## config.mk

```make
export PLATFORM = sky130hd
export DESIGN_NAME = dmem_bridge_flat
export DESIGN_NICKNAME = d
export VERILOG_FILES = /design/src/rtl/dmem_bridge_if.sv /design/src/rtl/dmem_bridge.sv /design/src/flat_wrapper.sv
export SDC_FILE = /design/constraint.sdc
export NUM_CORES = 1
export LEC_CHECK = 0
export ABC_CLOCK_PERIOD_IN_PS = 4000
export CORE_ASPECT_RATIO = 1.2
export CORE_MARGIN = 4
export CORE_UTILIZATION = 45
export CTS_CLUSTER_DIAMETER = 40
export DETAILED_ROUTE_END_ITERATION = 10
export PLACE_DENSITY = 0.85
export SLEW_MARGIN = 5
export SYNTH_ARGS = -nofsm -noshare
export SYNTH_HDL_FRONTEND = slang
export SYNTH_SLANG_ARGS = --single-unit
```

## constraint.sdc

```tcl
create_clock -name clk -period 4 [get_ports clk]
set_clock_uncertainty 0.15 [all_clocks]
set_input_delay 0.8 -clock clk [delete_from_list [all_inputs] [get_ports clk]]
set_output_delay 0.8 -clock clk [all_outputs]
set_load 0.1 [all_outputs]
```

## src/rtl/dmem_bridge_if.sv

```systemverilog
// dmem_bridge_if: registered valid/ready request channel plus response channel
// between the data-memory bridge (master) and the memory/bus (slave).
interface dmem_bridge_if;
  logic        bus_req_valid;
  logic        bus_req_ready;
  logic [31:0] bus_addr;
  logic        bus_we;
  logic [3:0]  bus_be;
  logic [31:0] bus_wdata;
  logic        bus_rsp_valid;
  logic [31:0] bus_rdata;
  modport master (
    output bus_req_valid, bus_addr, bus_we, bus_be, bus_wdata,
    input  bus_req_ready, bus_rsp_valid, bus_rdata
  );
  modport slave (
    input  bus_req_valid, bus_addr, bus_we, bus_be, bus_wdata,
    output bus_req_ready, bus_rsp_valid, bus_rdata
  );
endinterface

```

## src/rtl/dmem_bridge.sv

```systemverilog
// dmem_bridge: turns the core's combinational data-memory request into a registered
// valid/ready bus transaction, stalling the core until the access retires.
module dmem_bridge #(
  parameter int unsigned TIMEOUT_CYCLES = 255
) (
  input  logic        clk,
  input  logic        rst,
  input  logic        mem_en,
  input  logic        mem_we,
  input  logic [31:0] mem_addr,
  input  logic [1:0]  mem_byte_sel,
  input  logic [31:0] mem_wdata,
  output logic [31:0] mem_rdata,
  output logic        halt,
  output logic        err_o,
  output logic [1:0]  err_code,
  dmem_bridge_if.master bus
);
  localparam int unsigned CW = TIMEOUT_CYCLES > 0 ? $clog2(TIMEOUT_CYCLES + 1) : 1;
  typedef enum logic [1:0] {IDLE, REQ, WAIT, DONE} state_t;
  state_t      state_q;
  logic [CW-1:0] cnt_q;
  logic [1:0]  off_q, sel_q, code_q;
  logic        we_q, req_valid_q, err_q;
  logic [3:0]  be_q;
  logic [31:0] addr_q, wdata_q, rdata_q;
  logic        mis_d, tmo_d;
  logic [3:0]  be_d;
  logic [31:0] wdata_d, sh_d, ld_d;
  assign mis_d = (mem_byte_sel == 2'b11) | (mem_byte_sel == 2'b01 & mem_addr[0]) |
                 (mem_byte_sel == 2'b10 & |mem_addr[1:0]);
  assign be_d = mem_byte_sel == 2'b00 ? 4'b0001 << mem_addr[1:0] :
                mem_byte_sel == 2'b01 ? (mem_addr[1] ? 4'b1100 : 4'b0011) : 4'b1111;
  assign wdata_d = mem_byte_sel == 2'b00 ? {4{mem_wdata[7:0]}} :
                   mem_byte_sel == 2'b01 ? {2{mem_wdata[15:0]}} : mem_wdata;
  assign sh_d = bus.bus_rdata >> {off_q, 3'b000};
  assign ld_d = sel_q == 2'b00 ? {24'h0, sh_d[7:0]} :
                sel_q == 2'b01 ? {16'h0, sh_d[15:0]} : sh_d;
  // Fires on the WAIT cycle whose increment would reach the limit, so exactly
  // TIMEOUT_CYCLES WAIT cycles elapse before giving up.
  assign tmo_d = (TIMEOUT_CYCLES != 0) && (32'(cnt_q) + 32'd1 == TIMEOUT_CYCLES);
  assign halt = (state_q == IDLE & mem_en) | state_q == REQ | state_q == WAIT;
  assign mem_rdata = rdata_q;
  assign err_o = err_q;
  assign err_code = code_q;
  assign bus.bus_req_valid = req_valid_q;
  assign bus.bus_addr = addr_q;
  assign bus.bus_we = we_q;
  assign bus.bus_be = be_q;
  assign bus.bus_wdata = wdata_q;
  always_ff @(posedge clk) begin
    if (rst) begin
      state_q <= IDLE;
      cnt_q <= '0;
      off_q <= '0;
      sel_q <= '0;
      code_q <= '0;
      we_q <= 1'b0;
      req_valid_q <= 1'b0;
      err_q <= 1'b0;
      be_q <= '0;
      addr_q <= '0;
      wdata_q <= '0;
      rdata_q <= '0;
    end else begin
      case (state_q)
        IDLE: if (mem_en) begin
          if (mis_d) begin
            state_q <= DONE;
            err_q <= 1'b1;
            code_q <= 2'b01;
            rdata_q <= '0;
          end else begin
            state_q <= REQ;
            req_valid_q <= 1'b1;
            addr_q <= {mem_addr[31:2], 2'b00};
            off_q <= mem_addr[1:0];
            sel_q <= mem_byte_sel;
            we_q <= mem_we;
            be_q <= be_d;
            wdata_q <= wdata_d;
          end
        end
        REQ: if (bus.bus_req_ready) begin
          state_q <= WAIT;
          req_valid_q <= 1'b0;
        end
        WAIT: if (bus.bus_rsp_valid) begin
          state_q <= DONE;
          cnt_q <= '0;
          if (!we_q) rdata_q <= ld_d;
        end else if (tmo_d) begin
          state_q <= DONE;
          cnt_q <= '0;
          err_q <= 1'b1;
          code_q <= 2'b10;
          rdata_q <= '0;
        end else begin
          cnt_q <= cnt_q + CW'(1);
        end
        DONE: begin
          state_q <= IDLE;
          err_q <= 1'b0;
          code_q <= 2'b00;
          cnt_q <= '0;
        end
      endcase
    end
  end
endmodule
```

## src/flat_wrapper.sv

```systemverilog
// flat-port wrapper written by rule: the top's interface ports become plain ports
module dmem_bridge_flat 
#(
  parameter int unsigned TIMEOUT_CYCLES = 255
)
  (clk, rst, mem_en, mem_we, mem_addr, mem_byte_sel, mem_wdata, mem_rdata, halt, err_o, err_code, bus_bus_req_valid, bus_bus_addr, bus_bus_we, bus_bus_be, bus_bus_wdata, bus_bus_req_ready, bus_bus_rsp_valid, bus_bus_rdata);
  dmem_bridge_if bus_i ();
  input  logic clk;
  input  logic rst;
  input  logic mem_en;
  input  logic mem_we;
  input  logic [31:0] mem_addr;
  input  logic [1:0] mem_byte_sel;
  input  logic [31:0] mem_wdata;
  output logic [31:0] mem_rdata;
  output logic halt;
  output logic err_o;
  output logic [1:0] err_code;
  output wire logic [$bits(bus_i.bus_req_valid)-1:0] bus_bus_req_valid;
  output wire logic [$bits(bus_i.bus_addr)-1:0] bus_bus_addr;
  output wire logic [$bits(bus_i.bus_we)-1:0] bus_bus_we;
  output wire logic [$bits(bus_i.bus_be)-1:0] bus_bus_be;
  output wire logic [$bits(bus_i.bus_wdata)-1:0] bus_bus_wdata;
  input wire logic [$bits(bus_i.bus_req_ready)-1:0] bus_bus_req_ready;
  input wire logic [$bits(bus_i.bus_rsp_valid)-1:0] bus_bus_rsp_valid;
  input wire logic [$bits(bus_i.bus_rdata)-1:0] bus_bus_rdata;
  assign bus_bus_req_valid = bus_i.bus_req_valid;
  assign bus_bus_addr = bus_i.bus_addr;
  assign bus_bus_we = bus_i.bus_we;
  assign bus_bus_be = bus_i.bus_be;
  assign bus_bus_wdata = bus_i.bus_wdata;
  assign bus_i.bus_req_ready = bus_bus_req_ready;
  assign bus_i.bus_rsp_valid = bus_bus_rsp_valid;
  assign bus_i.bus_rdata = bus_bus_rdata;
  dmem_bridge #(.TIMEOUT_CYCLES(TIMEOUT_CYCLES)) u_core (.clk(clk), .rst(rst), .mem_en(mem_en), .mem_we(mem_we), .mem_addr(mem_addr), .mem_byte_sel(mem_byte_sel), .mem_wdata(mem_wdata), .mem_rdata(mem_rdata), .halt(halt), .err_o(err_o), .err_code(err_code), .bus(bus_i));
endmodule
```

== Word-level counts from Yosys, hierarchy flattened ==
Cells that the tools add are included.
Operators by class
  add/subtract/negate cells: 2
  equal/unequal tests: 16
  shift-type cells: 2
  multiplexer cells: 36
  bitwise operators: 8
  reduce and logical (&&, ||, !) cells: 13
Operators with widths (number)
  $mux W32: 9
  $pmux W32 S2: 1
  $eq A32 B8 Y1 const B: 1
  $shr A32 B5 Y32: 1
  $mux W2: 9
  $mux W8: 2
  $pmux W8 S2: 1
  $mux W4: 3
  $reduce_and A5 Y1: 2
  $add A8 B1 Y9 const B: 1
  $add A8 B1 Y8 const B: 1
  $eq A2 B2 Y1 const B: 4
  $ne A2 B2 Y1 const B: 4
  $pmux W2 S4: 1
  $mux W1: 7
  $eq A2 B1 Y1 const B: 3
  $logic_not A2 Y1: 3
  $pmux W2 S3: 1
  $reduce_and A3 Y1: 2
  $reduce_bool A2 Y1: 3
  $ne A2 B1 Y1 const B: 2
  $or A1 B1 Y1: 4
  $reduce_and A4 Y1: 1
  $shl A1 B2 Y4 const A: 1
  other kinds (8): 10
Word-level totals
  register bits: 117
  bits of input ports: 104
  output and inout bits: 106
  word-level logic and storage cells: 89

== Logic depth before layout (Yosys ltp) ==
  depth after elaboration: 7
  depth in mapped cells: 9
  mapped depth without buffers: 8

== Worst setup path before layout ==
No wires, ideal clock.
  path kind: register -> output
  start: register u_core.state_q[0]
  end: output halt
  arrival: 1.950 ns
  required time: 3.050 ns
  setup slack: 1.100 ns
  cell stages (with the launch flop): 7
  path buffers: 2
  path through: dfxtp_1 > inv_1 > ha_1 > clkbuf_1 > inv_1 > clkbuf_1 > nand3_1
On the way
  cells in the longest elaborated chain, start to end: 4
  elaborated cells on any way between the ends: 6
  classes of those cells: eq/ne: 2; bitwise: 3; reduce/logical: 1
Ends and longest elaborated chain
  start, declared: line dmem_bridge.sv:21  | state_t state_q;
  start signal, assigned: line dmem_bridge.sv:53  | state_q <= IDLE;
  start signal, assigned: line dmem_bridge.sv:69  | state_q <= DONE;
  start signal, assigned: line dmem_bridge.sv:74  | state_q <= REQ;
  $logic_not A2 Y1: line dmem_bridge.sv:42  | assign halt = (state_q == IDLE & mem_en) | state_q == REQ | state_q == WAIT;
  $and A1 B1 Y1: line dmem_bridge.sv:42
  $or A1 B1 Y1: line dmem_bridge.sv:42
  $or A1 B1 Y1 (*): line dmem_bridge.sv:42
  end, declared: line flat_wrapper.sv:16  | output logic halt;
Every way passes the cells marked *; elsewhere a longest branch is shown, timed or not.

== Worst setup path in the final report ==
  start: input mem_addr[1]
  end: register u_core.rdata_q[17], in the netlist u_core.mem_rdata[17]
On the way
  cells in the longest elaborated chain, start to end: 5
Ends and longest elaborated chain
  start, declared: line flat_wrapper.sv:12  | input logic [31:0] mem_addr;
  $reduce_or A2 Y1: line dmem_bridge.sv:31  | (mem_byte_sel == 2'b10 & |mem_addr[1:0]);
  $and A1 B1 Y1: line dmem_bridge.sv:31
  $or A1 B1 Y1: line dmem_bridge.sv:30  | assign mis_d = (mem_byte_sel == 2'b11) | (mem_byte_sel == 2'b01 & mem_addr[0]) |
  $ne A2 B1 Y1 (no source line)
  $reduce_and A5 Y1 (no source line)
  end signal, assigned: line dmem_bridge.sv:91  | if (!we_q) rdata_q <= ld_d;
  end, declared: line dmem_bridge.sv:26  | logic [31:0] addr_q, wdata_q, rdata_q;
No other way between the ends.
A chain may end at the register's enable or synchronous reset.

==> impl_metrics.tcl <==
set metrics [dict create \
    post-route-min-period_ps 3050 \
    p_sw_uw 1980 \
    initial_core_util_pct 46.7 \
    dp_hpwl_mm 12.0 \
    endpoint_kind "flip-flop" \
    fin_cells 979 \
    port_buffers 207 \
    io_pins 210 \
    dr_total_vias 5363 \
    synthTopCellsByCount "nand2_1, dfxtp_1, a21oi_1, clkbuf_1, nor2_1" \
    max_freq_mhz 328 \
    fin_crit_sh_pct 76.3 \
    cts_buffers 17 \
    ys_async_sr_fraction_pct 0 \
    crit_fanout 11 \
    drive_gt1_share_pct 6.79 \
    p_int_uw 2800 \
    crit_type "in -> reg" \
    synth_edf_count 0 \
    drv_slew 0 \
    clock_sinks 117 \
    synth-seq-cells 117 \
    fin_total_pwr_uw 4780 \
    die_area_um2 13400 \
    htreeDepth 4 \
    finalSetupTns_ps 0 \
    synth_top_area_share_pct 44.8 \
    antenna_found_initial 0 \
    num_rows 42 \
    coreArea_um2 11200 \
    area_growth_pct 52.3 \
    clkTransAtPathRegs_ps 50 \
    yosys.area.top_type "dfxtp_1" \
    cp_data_arrival_time_ps 3180 \
    multi_input_area_um2 2670 \
    cts_tree "built" \
    ant_nets 0 \
    routedWlPerCell_um 17.1 \
    worstSetupStartpointType "input port" \
    seqCellArea_um2 2340 \
    rsz0062_at_grt "false" \
    drt-total-wl_mm 16.7 \
    insertedDiodeCount 0 \
    seq_area_frac_synth_pct 44.8 \
    root_buffer "clkbuf_16" \
    hold_viol_final 0 \
    ir_drop_mv 0.356 \
    clkPwrFrac_pct 32.1 \
    hold_path.class "reg -> reg" \
    cts_resized 0 \
    nets 923 \
    tightest_slew_ps 1110 \
    pwr_density_cell_nw_per_um2 600 \
    die_y_um 126 \
    dr.pass1.iters 5 \
    setup-violations-final 0 \
    ys.warnings.count 0 \
    avgViaCountPerCell 5.48 \
    critPathRequiredTime_ps 4130 \
    grt_remaining_overflow 0 \
    synth_ff_type "dfxtp_1" \
    grt_pass1_vias 5250 \
    gp_congestion 0.830 \
    yosysMostFrequentCell "nand2_1" \
    yosysUniqueCellTypes 53 \
    cts_max_path_buffers 2 \
    cts_setup_buffers 0 \
    clkLatencyLatePin_ps 410 \
    pwr-share-comb_pct 39.1 \
    postCtsHoldBufs 0 \
    drtIter0Drc 292 \
    drv_cap 0 \
    syn_area_um2 5230 \
    max-slew-margin-rel_pct 25.6 \
    num-fill-cells 823 \
    grt_max_degree 64 \
    leakage_uw 0.00288 \
    dp_cells 947 \
    outcome "finished, final reports clean" \
    switching_share_pct 41.4 \
    grt_usage_pct 24.4 \
    post-route-drc-count 0 \
    seqPwrFrac_pct 28.7 \
    synth.top_cells.by_area "dfxtp_1, nand2_1, mux2i_1" \
    avgSynthCellArea_um2 8.39 \
    synthCells 624 \
    die_width_um 106 \
    grt_pass1_wl_mm 26.3 \
]
-- cell type report --
type,instances,share of cell area [%]
multi-input combinational,451,33.5
tap,154,2.42
inverter,9,0.424
timing repair buffer,216,26.8
clock inverter,10,1.60
clock buffer,22,5.95
sequential,117,29.4
-- flip-flops by register name (all words and copies together) (netlist names) --
name                      flops
u_core.sel_q                  2
u_core.bus.bus_be             4
u_core.bus.bus_we             1
u_core.err_o                  1
u_core.mem_rdata             32
u_core.bus.bus_addr          30
u_core.state_q                2
u_core.off_q                  2
u_core.cnt_q                  8
u_core.bus.bus_req_valid      1
u_core.err_code               2
u_core.bus.bus_wdata         32
-- power by group through the flow --
stage / sequential, µW / clock (µW) / combinational, µW
floorplan: 2130 / 0 / 650
global placement: 1390 / 0 / 1830
detailed placement: 1390 / 0 / 1860
CTS: 1370 / 1560 / 1870
global route: 1390 / 1610 / 1980
finish: 1370 / 1540 / 1870
-- per-layer routing --
layer	up-vias	GRT usage, %	wire [µm]	part of all wire, %
li1	2570	-	-	-
met2	227	43.1	8710	52
met1	2536	26.1	6220	37
met3	30	8.55	1380	8.2
met4	0	10.8	433	2.6
met5	-	0	0	0
-- cell usage in the layout, fill, tap and decap left out, types with 2 or more instances in the layout --
cell             netlist  layout
a211o_1                8       8
a211oi_1              11      11
a21oi_1               61      61
a22o_1                16      16
a311oi_1              10      10
a31oi_1                3       3
a32o_1                 9       9
buf_4                  2      10
bufinv_16              0       3
clkbuf_1              39       2
clkbuf_16              0      17
clkbuf_8               0       3
clkdlybuf4s50_1        0     205
clkinv_2               0       6
conb_1                 1       2
dfxtp_1              117     117
ha_1                   7       7
inv_1                  9       9
mux2i_1               34      34
nand2_1              147     147
nand2b_1               3       3
nand3_1                7       6
nand3_2                1       2
nand3b_1               2       2
nand4_1                2       2
nor2_1                35      35
nor2b_1               10       9
nor3_1                 2       2
nor4_1                 2       2
o211ai_1               9       9
o21ai_0               34      34
o311a_1                2       2
o31ai_1                8       8
or2_2                  3       3
or4_1                  2       2
xor2_1                 2       2
-- stage by stage --
stage / setup slack, ps / hold WS, ps / utilization, % / cell area [µm²]
after global routing: 662 / 329 / 71.2 / 7970
after floorplan: 1100 / 286 / - / 5240
after CTS: 982 / 304 / 71.2 / 7970
after detailed placement: 554 / 297 / 65.8 / 7370
final: 948 / 302 / 71.2 / 7970
after global placement: 685 / 292 / 65.8 / 7370
-- final timing paths --
kind / startpoint / endpoint / slack (ps) / cells after the start
hold / removal: u_core.bus.bus_be[0] / u_core.bus.bus_be[0] / 300 / 2
hold reg to reg: u_core.bus.bus_be[0] / u_core.bus.bus_be[0] / 300 / 2
setup reg to reg: u_core.cnt_q[1] / u_core.mem_rdata[17] / 1150 / 8
setup / recovery: mem_addr[1] / u_core.mem_rdata[17] / 950 / 8
-- cells by family after synthesis --
logic type               after synthesis  share of synthesized area [%]
AO/OA/AOI/OAI                        180                           23.1
flip-flops                           117                           44.8
buffers and inverters                 57                           4.57
XOR/XNOR                               3                          0.646
other                                  1                         0.0717
AND/OR/NAND/NOR                      225                           18.7
multiplexers                          34                           6.50
adder cells (fa/ha/maj)                7                           1.67
-- worst max-delay path, stage by stage --
cell and delay (ps):
clkdlybuf4s50_1 520, o21a_1 240, o311ai_1 590, nor2_1 90, a31oi_1 200, buf_4 220
or2_0 380, o31ai_1 140
Power figures use the tool's default switching activity.
